[src/rtl/bitnet_pkg.sv]
// Shared types and defaults for the binary-weight update path.
package bitnet_pkg;

  typedef enum logic [1:0] {IDLE, REQ, WAIT, WRITE} flip_state_t;

  localparam int N_W_DEF    = 256;
  localparam int WORD_W_DEF = 32;
  localparam int CNT_W_DEF  = 16;
  localparam int POP_W      = 64;

  // Narrower words are zero-extended by the caller.
  function automatic int unsigned popcount(input logic [POP_W-1:0] v);
    int unsigned c;
    c = 0;
    for (int i = 0; i < POP_W; i++) begin
      c += {31'b0, v[i]};
    end
    return c;
  endfunction

endpackage

[src/rtl/lowest_set_idx.sv]
// Combinational priority encoder: index of the lowest set bit, plus a valid flag.
module lowest_set_idx #(
  parameter int W = 256,
  localparam int IDX_W = (W > 1) ? $clog2(W) : 1
) (
  input  logic [W-1:0]     vec_in,
  output logic [IDX_W-1:0] idx_out,
  output logic             valid_out
);

  always_comb begin
    idx_out   = '0;
    valid_out = 1'b0;
    // Scan downward so the last hit is the lowest index.
    for (int i = W - 1; i >= 0; i--) begin
      if (vec_in[i]) begin
        idx_out   = IDX_W'(i);
        valid_out = 1'b1;
      end
    end
  end

endmodule

[src/rtl/weight_flip_writer.sv]
// Collects weight-toggle triggers into a pending bitmap and applies them to the
// packed weight RAM one word at a time with a locked read-modify-write.
module weight_flip_writer
  import bitnet_pkg::*;
#(
  parameter int N_W    = N_W_DEF,
  parameter int WORD_W = WORD_W_DEF,
  parameter int CNT_W  = CNT_W_DEF,
  localparam int N_WORDS = N_W / WORD_W,
  localparam int ADDR_W  = (N_WORDS > 1) ? $clog2(N_WORDS) : 1
) (
  input  logic              clk_in,
  input  logic              rst_in,
  input  logic [N_W-1:0]    trig_in,
  input  logic              clr_ovf_in,
  output logic              mem_req_out,
  input  logic              mem_gnt_in,
  output logic [ADDR_W-1:0] mem_addr_out,
  output logic              mem_rd_en_out,
  input  logic [WORD_W-1:0] mem_rd_data_in,
  output logic              mem_wr_en_out,
  output logic [WORD_W-1:0] mem_wr_data_out,
  output logic              busy_out,
  output logic              ovf_out,
  output logic [CNT_W-1:0]  flips_out
);

  localparam int IDX_W = (N_W > 1) ? $clog2(N_W) : 1;

  flip_state_t       state_reg, state_next;
  logic [N_W-1:0]    pending_reg, pending_next, clr_vec, hit_vec;
  logic [ADDR_W-1:0] addr_reg, word_idx;
  logic [WORD_W-1:0] mask_reg, rd_q_reg, word_bits;
  logic [CNT_W-1:0]  flips_reg, pop_cnt;
  logic              ovf_reg;
  logic [IDX_W-1:0]  low_idx;
  logic              low_valid, take;

  lowest_set_idx #(.W(N_W)) u_lowest (
    .vec_in   (pending_reg),
    .idx_out  (low_idx),
    .valid_out(low_valid)
  );

  assign word_idx  = ADDR_W'(low_idx / WORD_W);
  assign take      = (state_reg == IDLE) && low_valid;
  assign word_bits = pending_reg[int'(word_idx) * WORD_W +: WORD_W];

  // Only the word being latched is cleared, and only in the IDLE->REQ cycle.
  generate
    for (genvar gi = 0; gi < N_WORDS; gi++) begin : g_clr
      assign clr_vec[gi*WORD_W +: WORD_W] =
        (take && word_idx == ADDR_W'(gi)) ? word_bits : '0;
    end
  endgenerate

  assign pending_next = (pending_reg & ~clr_vec) | trig_in;
  assign hit_vec      = trig_in & pending_reg & ~clr_vec;
  assign pop_cnt      = CNT_W'(popcount(POP_W'(mask_reg)));

  always_comb begin
    state_next      = state_reg;
    mem_req_out     = 1'b0;
    mem_rd_en_out   = 1'b0;
    mem_wr_en_out   = 1'b0;
    mem_wr_data_out = '0;
    case (state_reg)
      IDLE:  if (low_valid) state_next = REQ;
      REQ: begin
        mem_req_out = 1'b1;
        if (mem_gnt_in) begin
          mem_rd_en_out = 1'b1;
          state_next    = WAIT;
        end
      end
      WAIT: begin
        mem_req_out = 1'b1;
        state_next  = WRITE;
      end
      WRITE: begin
        mem_req_out     = 1'b1;
        mem_wr_en_out   = 1'b1;
        mem_wr_data_out = rd_q_reg ^ mask_reg;
        state_next      = IDLE;
      end
      default: state_next = IDLE;
    endcase
    mem_addr_out = mem_req_out ? addr_reg : '0;
  end

  always_ff @(posedge clk_in or posedge rst_in) begin
    if (rst_in) begin
      state_reg   <= IDLE;
      pending_reg <= '0;
      addr_reg    <= '0;
      mask_reg    <= '0;
      rd_q_reg    <= '0;
      flips_reg   <= '0;
      ovf_reg     <= 1'b0;
    end else begin
      state_reg   <= state_next;
      pending_reg <= pending_next;
      if (take) begin
        addr_reg <= word_idx;
        mask_reg <= word_bits;
      end
      if (state_reg == WAIT) rd_q_reg <= mem_rd_data_in;
      if (state_reg == WRITE) flips_reg <= flips_reg + pop_cnt;
      if (|hit_vec) ovf_reg <= 1'b1;
      else if (clr_ovf_in) ovf_reg <= 1'b0;
    end
  end

  assign busy_out  = (state_reg != IDLE) || (|pending_reg);
  assign ovf_out   = ovf_reg;
  assign flips_out = flips_reg;

endmodule

[config.mk]
export PLATFORM = sky130hd
export DESIGN_NAME = weight_flip_writer
export DESIGN_NICKNAME = d
export VERILOG_FILES = /design/src/rtl/bitnet_pkg.sv /design/src/rtl/lowest_set_idx.sv /design/src/rtl/weight_flip_writer.sv
export SDC_FILE = /design/constraint.sdc
export NUM_CORES = 1
export LEC_CHECK = 0
export ABC_AREA = 1
export CORE_MARGIN = 10
export CORE_UTILIZATION = 49
export DETAILED_ROUTE_END_ITERATION = 7
export PLACE_DENSITY = 0.89
export SLEW_MARGIN = 25
export SYNTH_ARGS = -nofsm -noshare
export SYNTH_HDL_FRONTEND = slang
export SYNTH_SLANG_ARGS = --single-unit
[constraint.sdc]
create_clock -name clk_in -period 10.95 [get_ports clk_in]
set_clock_uncertainty 0.1 [all_clocks]
set_input_delay 2.19 -clock clk_in [delete_from_list [all_inputs] [get_ports clk_in]]
set_output_delay 2.19 -clock clk_in [all_outputs]
set_load 0.01 [all_outputs]
* Word-level counts from Yosys, hierarchy flattened
Cells that the tools add are included.
** Operators by class
- Add/subtract/negate cells :: 32
- $mul :: 0
- Divide/modulo/power cells :: 0
- Magnitude comparators :: 0
- Eq/ne operators :: 12
- Shifts and indexed selects :: 1
- Multiplexer cells :: 531
- Bitwise operators :: 6
- Reduce and logical (&&, ||, !) cells :: 18
** Operators with widths (count)
- $mux 8 :: 256
- $and 256x256->256 :: 3
- $reduce_or 256->1 :: 2
- $mux 32 :: 9
- $mux 1 :: 262
- $add 16x1->16 :: 16
- $not 256->256 :: 1
- $or 256x256->256 :: 1
- $shiftx 256x9->32 :: 1
- $xor 32x32->32 :: 1
- $add 15x1->16 :: 1
- $add 16x16->16 :: 1
- $add 14x1->15 :: 1
- $add 13x1->14 :: 1
- $add 12x1->13 :: 1
- $add 11x1->12 :: 1
- $eq 3x3->1 const B :: 4
- $add 10x1->11 :: 1
- $add 9x1->10 :: 1
- $add 8x1->9 :: 1
- $logic_and 1x1->1 :: 9
- $add 7x1->8 :: 1
- $pmux 2 s4 :: 1
- $add 6x1->7 :: 1
- 18 further kinds :: 23
** Storage, ports and cells
- Flip-flop bits (word level) :: 342
- Bits in latches :: 0
- Bits in writable memories :: 0
- Bits in read-only memories :: 0
- Input port bits :: 292
- Output and inout port bits :: 56
- Memories :: 0

* Depth between registers and ports, before layout
- Depth after elaboration :: 263
- Gate-level depth with buffers :: 31
- Gate-level depth less buffers :: 30

* Hierarchy
Synthesis repeated with hierarchy kept, for this count alone.
** Unflattened totals
- Cell total of the unflattened synthesis :: 3843
- Area total of the unflattened synthesis :: 25225.4 um^2
** By module, submodules not included
- weight_flip_writer :: times used 1, cells each 2865, area each 21018.9 um^2, sequential area each 8558.2 um^2
- lowest_set_idx :: times used 1, cells each 978, area each 4206.5 um^2, sequential area each 0.0 um^2

* Worst setup path after synthesis
OpenSTA, ideal clock, no wires.
- Kind :: register to register
- Start :: reg mask_reg[16]
- End :: reg flips_reg[14] (netlist: flips_out[14])
- Setup time :: 0.126 ns
- Data arrival time :: 5.235 ns
- Required time :: 10.724 ns
- Path slack :: 5.488 ns
- Cell stages (with the launch flop) :: 25
- Path buffers :: 0
- Clock period less this slack :: 5.462 ns
- Cell sequence :: dfrtp_1 -> fa_1 -> inv_1 -> fa_1 -> inv_1 -> fa_1 -> inv_1 -> fa_1 -> fa_1 -> fa_1 -> inv_1 -> fa_1 -> fa_1 -> nand2_1 -> o21ai_0 -> inv_1 -> nor2_1 -> nor2_1 -> o21bai_1 -> nand2_1 -> a21oi_1 -> nand4_1 -> nand3b_1 -> nor2_1 -> xor2_1
** Between the ends
- Cells in the longest elaborated chain, start to end :: 17
** Ends and longest elaborated chain
- start: declaration :: RTL line weight_flip_writer.sv:33 : logic [WORD_W-1:0] mask_reg, rd_q_reg, word_bits;
- start signal: assignment :: RTL line weight_flip_writer.sv:105 : mask_reg <= word_bits;
- $add 16x1->16 (16 in a row) :: RTL line bitnet_pkg.sv:16 : c += {31'b0, v[i]};
- $add 16x16->16 :: RTL line weight_flip_writer.sv:108 : if (state_reg == WRITE) flips_reg <= flips_reg + pop_cnt;
- end signal: assignment :: RTL line weight_flip_writer.sv:108
- end: declaration :: RTL line weight_flip_writer.sv:34 : logic [CNT_W-1:0] flips_reg, pop_cnt;
No other way between the ends.
A chain may end at the register's enable or synchronous reset.

* Final worst setup path
- Start :: reg pending_reg[209]
- End :: reg ovf_reg (netlist: ovf_out)
** Between the ends
- Cells in the longest elaborated chain, start to end :: 217
** Ends and longest elaborated chain
- start: declaration :: RTL line weight_flip_writer.sv:31 : logic [N_W-1:0] pending_reg, pending_next, clr_vec, hit_vec;
- start signal: assignment :: RTL line weight_flip_writer.sv:102 : pending_reg <= pending_next;
- branches (longest 214 deep; another with $mux 8)
- $and 256x256->256 (*) :: RTL line weight_flip_writer.sv:58 : assign hit_vec = trig_in & pending_reg & ~clr_vec;
- $reduce_or 256->1 (*) :: RTL line weight_flip_writer.sv:109 : if (|hit_vec) ovf_reg <= 1'b1;
- $mux 1 / $reduce_bool 2->1 (equally long branches)
- end signal: assignment :: RTL line weight_flip_writer.sv:99 : ovf_reg <= 1'b0;
- end signal: assignment :: RTL line weight_flip_writer.sv:109
- end signal: assignment :: RTL line weight_flip_writer.sv:110 : else if (clr_ovf_in) ovf_reg <= 1'b0;
- end: declaration :: RTL line weight_flip_writer.sv:35 : logic ovf_reg;
Mark *: on every way between the ends.

==> summary.log <==
[status] outcome complete, but fails checks
[status] violated checks DRC
[drt] residual antenna-violating net count after detailed routing 0
[yosys] dominant combinational cell family by area after synthesis simple AND/OR/NAND/NOR gates
[drt] Starting DRT DRC Count 3371
[grt] antenna violations before repair 30
[grt] total gr overflow 0
[power_and_ir_drop] Int Pwr 4.40 mW
[drt] vias per cell 5.74
[drt] number of detailed-route iterations in the first pass 8
[floorplanning] site row count 76
[worst_setup_path] flop-to-flop setup slack 4.80 ns
[floorplanning] initial cell density of the core 0.494
[drt] total via count after detailed routing 22000
[yosys] count of flip-flops with a built-in enable after synthesis 0
[grt] via count of the first global-routing pass 20800
[sta] unrepaired setup endpoints after global routing no
[worst_setup_path] delay of the slowest cell on the worst path 0.83 ns
[worst_setup_path] Max stage delay cell, worst path sky130_fd_sc_hd__nand2_4
[clock_network] total CTS buffers 41
[yosys] sequential cell area fraction in the yosys report 0.404
[clock_network] clock transition at the registers of the reported paths 0.06 ns
[flow_run] number of maximum-capacitance violations 0
[yosys] adder-cell share of the synthesized area 0.0364
[power_and_ir_drop] maximum VDD drop 1.11 mV
[cells_and_area] nets@finish 3530
[grt] global-route wire length before repair 121 mm
[floorplanning] die height 228 µm
[hold_path] count of cells along the worst hold path 1
[placed_design] placer congestion estimate 1.00
[yosys] ys async rst share 1.00
[yosys] post-synthesis mux area share 0.0101
[clock_network] clock latency on the worst-skew pair 0.56 ns
[grt] all-layer global routing usage 0.298
[worst_setup_path] Critical Path Source Type flip-flop
[yosys] simple-gate area share of the yosys netlist 0.329
[sta] Sum Neg Setup Slack 0 ns
[grt] routing usage on met1 0.377
[yosys] gate count of the mapped netlist 2874
[clock_network] PostCTS Resize Cnt 0
[clock_network] buffers inserted by post-CTS timing repair 0
[worst_setup_path] largest fanout on the critical path 72
[drt] final routed wirelength across all metal layers 81.1 mm
[worst_setup_path] CP Data Required Time 11.30 ns
[floorplanning] overall die area 52000 µm²
[cells_and_area] synthesis-to-layout area growth 25.5%
[worst_setup_path] crit-path most repeated cell sky130_fd_sc_hd__nand2_1
[cells_and_area] layout cells sized above 1 0.0555
[hold_path] hold_sp flips_out[15]
[power_and_ir_drop] clock share of power 0.182
[sta] final-report max-slew violation count 0
[hold_path] Worst Hold End flips_out[15]
[yosys] number of flip-flops and latches in the synthesized netlist 342
[drt] post-detailed-route wirelength per cell 21.2 µm
[grt] met3 capacity usage during global routing 0.0930
[yosys] Post-Syn Area per Cell 7.37 µm²
[placed_design] input/output buffers 347
[sta] highest clock rate 163 MHz
[drt] remaining routing DRC violations 19
[clock_network] TritonCTS clock tree done
[grt] pin count of the biggest net entering global routing 164
[cells_and_area] Final Util 0.620
[sta] final clock period utilization by the worst path 0.561
[power_and_ir_drop] switching share of total power 0.461
[power_and_ir_drop] sequential share of power 0.200
[yosys] area of the mapped netlist 21200 µm²
[hold_path] kind of path behind the tightest hold check reg2reg
[grt] gr busiest metal met2
[clock_network] number of buffers on the longest clock path 3
[sta] Slew @ Worst Pin 1.16 ns
[worst_setup_path] data arrival time at the worst-slack endpoint 6.50 ns
[grt] met2 layer usage reported by global route 0.458
[power_and_ir_drop] power density cells 307 nW/µm²
[floorplanning] area inside the core boundary 42900 µm²
[worst_setup_path] FF-to-FF path depth 26
[sta] final critical-path required period 6.15 ns
[yosys] nets in the synthesized netlist 3212
[power_and_ir_drop] part of the total power dissipated in combinational logic 0.618
[worst_setup_path] FF-to-FF Start pending_reg[209]
[clock_network] sinks on the clock net 342
[yosys] YS warnings 0
[yosys] Netlist cell types 40
[sta] Hold Fails Final Rpt 0
[cells_and_area] number of flip-flops in the largest register 256
[worst_setup_path] type of the worst setup path reg2reg
[yosys] Synth Flop Type sky130_fd_sc_hd__dfrtp_1
[power_and_ir_drop] switching component of the power 3.77 mW
[clock_network] hold-fix buffer count after cts 0
[yosys] post-synthesis share of cell area spent on xor and xnor gates 0.0124
[floorplanning] chip width 228 µm
[yosys] complex-gate fraction of the synthesized area 0.116
[clock_network] CTS Root Buffer Type sky130_fd_sc_hd__clkbuf_16
[placed_design] half-perimeter wire length after detailed placement 61.8 mm
[sta] tightest slew margin relative to the limit 0.228
[sta] final setup violation count 0
[power_and_ir_drop] leakage component of the power 12.7 nW
[floorplanning] IO Pins 348
[clock_network] number of H-tree levels 2
[worst_setup_path] endpoint of the most critical register-to-register path ovf_out
[worst_setup_path] endpoint class of the critical path flip-flop
cell type report:
type,instances,area [µm²]
clock inverter,15,235
tap,585,732
multi-input combinational,2041,10700
clock buffer,59,1220
timing repair buffer,360,3580
fill,3711,16300
inverter,406,1530
antenna,18,45.0
sequential,342,8560
stage by stage:
step,total power [mW],worst slack [ns],hold slack (ns),instances,area [µm²]
2_1_floorplan,4.99,4.09,0.353,2874,21200
3_3_place_gp,6.14,5.10,0.356,3734,25100
3_5_place_dp,6.38,4.99,0.362,3734,25100
4_1_cts,8.09,4.81,0.370,3808,26500
5_1_grt,8.73,4.41,0.402,3825,26600
6_report,8.17,4.80,0.369,3826,26600
worst max path at each step:
| stage | slack, ns | to | depth (start not counted) | startpoint |
|---|---|---|---|---|
| floorplan | 4.09 | addr_reg[0] | 1 | rst_in |
| global placement | 5.10 | flips_out[14] | 24 | mask_reg[16] |
| detailed placement | 4.99 | flips_out[14] | 24 | mask_reg[24] |
| CTS | 4.81 | mem_wr_data_out[14] | 4 | state_reg[0] |
| global route | 4.41 | ovf_out | 26 | pending_reg[211] |
| finish | 4.80 | ovf_out | 26 | pending_reg[209] |
cell usage after synthesis (5+ instances only):
master / n / area [µm²]
sky130_fd_sc_hd__nand2_1: 571 / 2140
sky130_fd_sc_hd__nand3_1: 458 / 2290
sky130_fd_sc_hd__inv_1: 399 / 1500
sky130_fd_sc_hd__nor2_1: 354 / 1330
sky130_fd_sc_hd__dfrtp_1: 342 / 8560
sky130_fd_sc_hd__a21o_1: 201 / 1510
sky130_fd_sc_hd__o21ai_0: 106 / 531
sky130_fd_sc_hd__nand4_1: 101 / 632
sky130_fd_sc_hd__buf_2: 38 / 190
sky130_fd_sc_hd__or2_2: 36 / 225
sky130_fd_sc_hd__o21ai_1: 31 / 155
sky130_fd_sc_hd__clkbuf_1: 30 / 113
sky130_fd_sc_hd__fa_1: 26 / 521
sky130_fd_sc_hd__xnor2_1: 22 / 193
sky130_fd_sc_hd__ha_1: 20 / 250
sky130_fd_sc_hd__a21oi_1: 19 / 95.1
sky130_fd_sc_hd__mux2_2: 19 / 214
sky130_fd_sc_hd__nand2_2: 18 / 113
sky130_fd_sc_hd__o21bai_1: 14 / 105
sky130_fd_sc_hd__nor3_1: 8 / 40.0
sky130_fd_sc_hd__xor2_1: 8 / 70.1
sky130_fd_sc_hd__buf_4: 6 / 45.0
sky130_fd_sc_hd__buf_6: 6 / 67.6
sky130_fd_sc_hd__inv_2: 6 / 22.5
sky130_fd_sc_hd__buf_1: 5 / 18.8
sky130_fd_sc_hd__nor2_2: 5 / 31.3
critical path: cells and delay by family, from the launching register on:
kind                   cells  cell delay, ns
buffers and inverters      2            0.77
DFF                        1            0.39
and+or+nand+nor           24            4.66
cells by family after synthesis:
group	count (synthesis)
adder cells (fa/ha/maj)	46
flip-flops	342
buffers and inverters	491
AO/OA/AOI/OAI	378
multiplexers	19
XOR/XNOR	30
AND/OR/NAND/NOR	1568
cell usage in the layout (no fill, tap or decap), types with 6 or more instances in the layout:
master / instances
sky130_fd_sc_hd__mux2_2: 19
sky130_fd_sc_hd__nand3_1: 458
sky130_fd_sc_hd__o21ai_0: 106
sky130_fd_sc_hd__clkbuf_16: 43
sky130_fd_sc_hd__a21oi_1: 19
sky130_fd_sc_hd__clkbuf_8: 8
sky130_fd_sc_hd__nand4_1: 101
sky130_fd_sc_hd__buf_4: 12
sky130_fd_sc_hd__clkinv_2: 6
sky130_fd_sc_hd__or2_2: 36
sky130_fd_sc_hd__nand2_2: 19
sky130_fd_sc_hd__diode_2: 18
sky130_fd_sc_hd__dfrtp_1: 342
sky130_fd_sc_hd__o21bai_1: 14
sky130_fd_sc_hd__nand2_1: 570
sky130_fd_sc_hd__o21ai_1: 31
sky130_fd_sc_hd__inv_2: 6
sky130_fd_sc_hd__clkbuf_1: 8
sky130_fd_sc_hd__inv_1: 398
sky130_fd_sc_hd__bufinv_16: 6
sky130_fd_sc_hd__xnor2_1: 22
sky130_fd_sc_hd__xor2_1: 8
sky130_fd_sc_hd__fa_1: 26
sky130_fd_sc_hd__nor3_1: 8
sky130_fd_sc_hd__nor2_2: 6
sky130_fd_sc_hd__ha_1: 19
sky130_fd_sc_hd__clkdlybuf4s50_1: 347
sky130_fd_sc_hd__nor2_1: 352
sky130_fd_sc_hd__a21o_1: 201
metal layers:
layer	vias up	part of all wire
li1	9997	-
met1	10200	0.38
met2	1501	0.44
met3	280	0.13
met4	26	0.048
met5	-	0.0020
power groups by stage:
stage / clock network, mW / logic (mW) / registers [mW]
floorplan: 0 / 3.37 / 1.61
global placement: 0 / 4.50 / 1.64
detailed placement: 0 / 4.73 / 1.65
CTS: 1.49 / 4.96 / 1.63
global route: 1.54 / 5.53 / 1.66
finish: 1.48 / 5.05 / 1.64
Power figures use the tool's default switching activity.
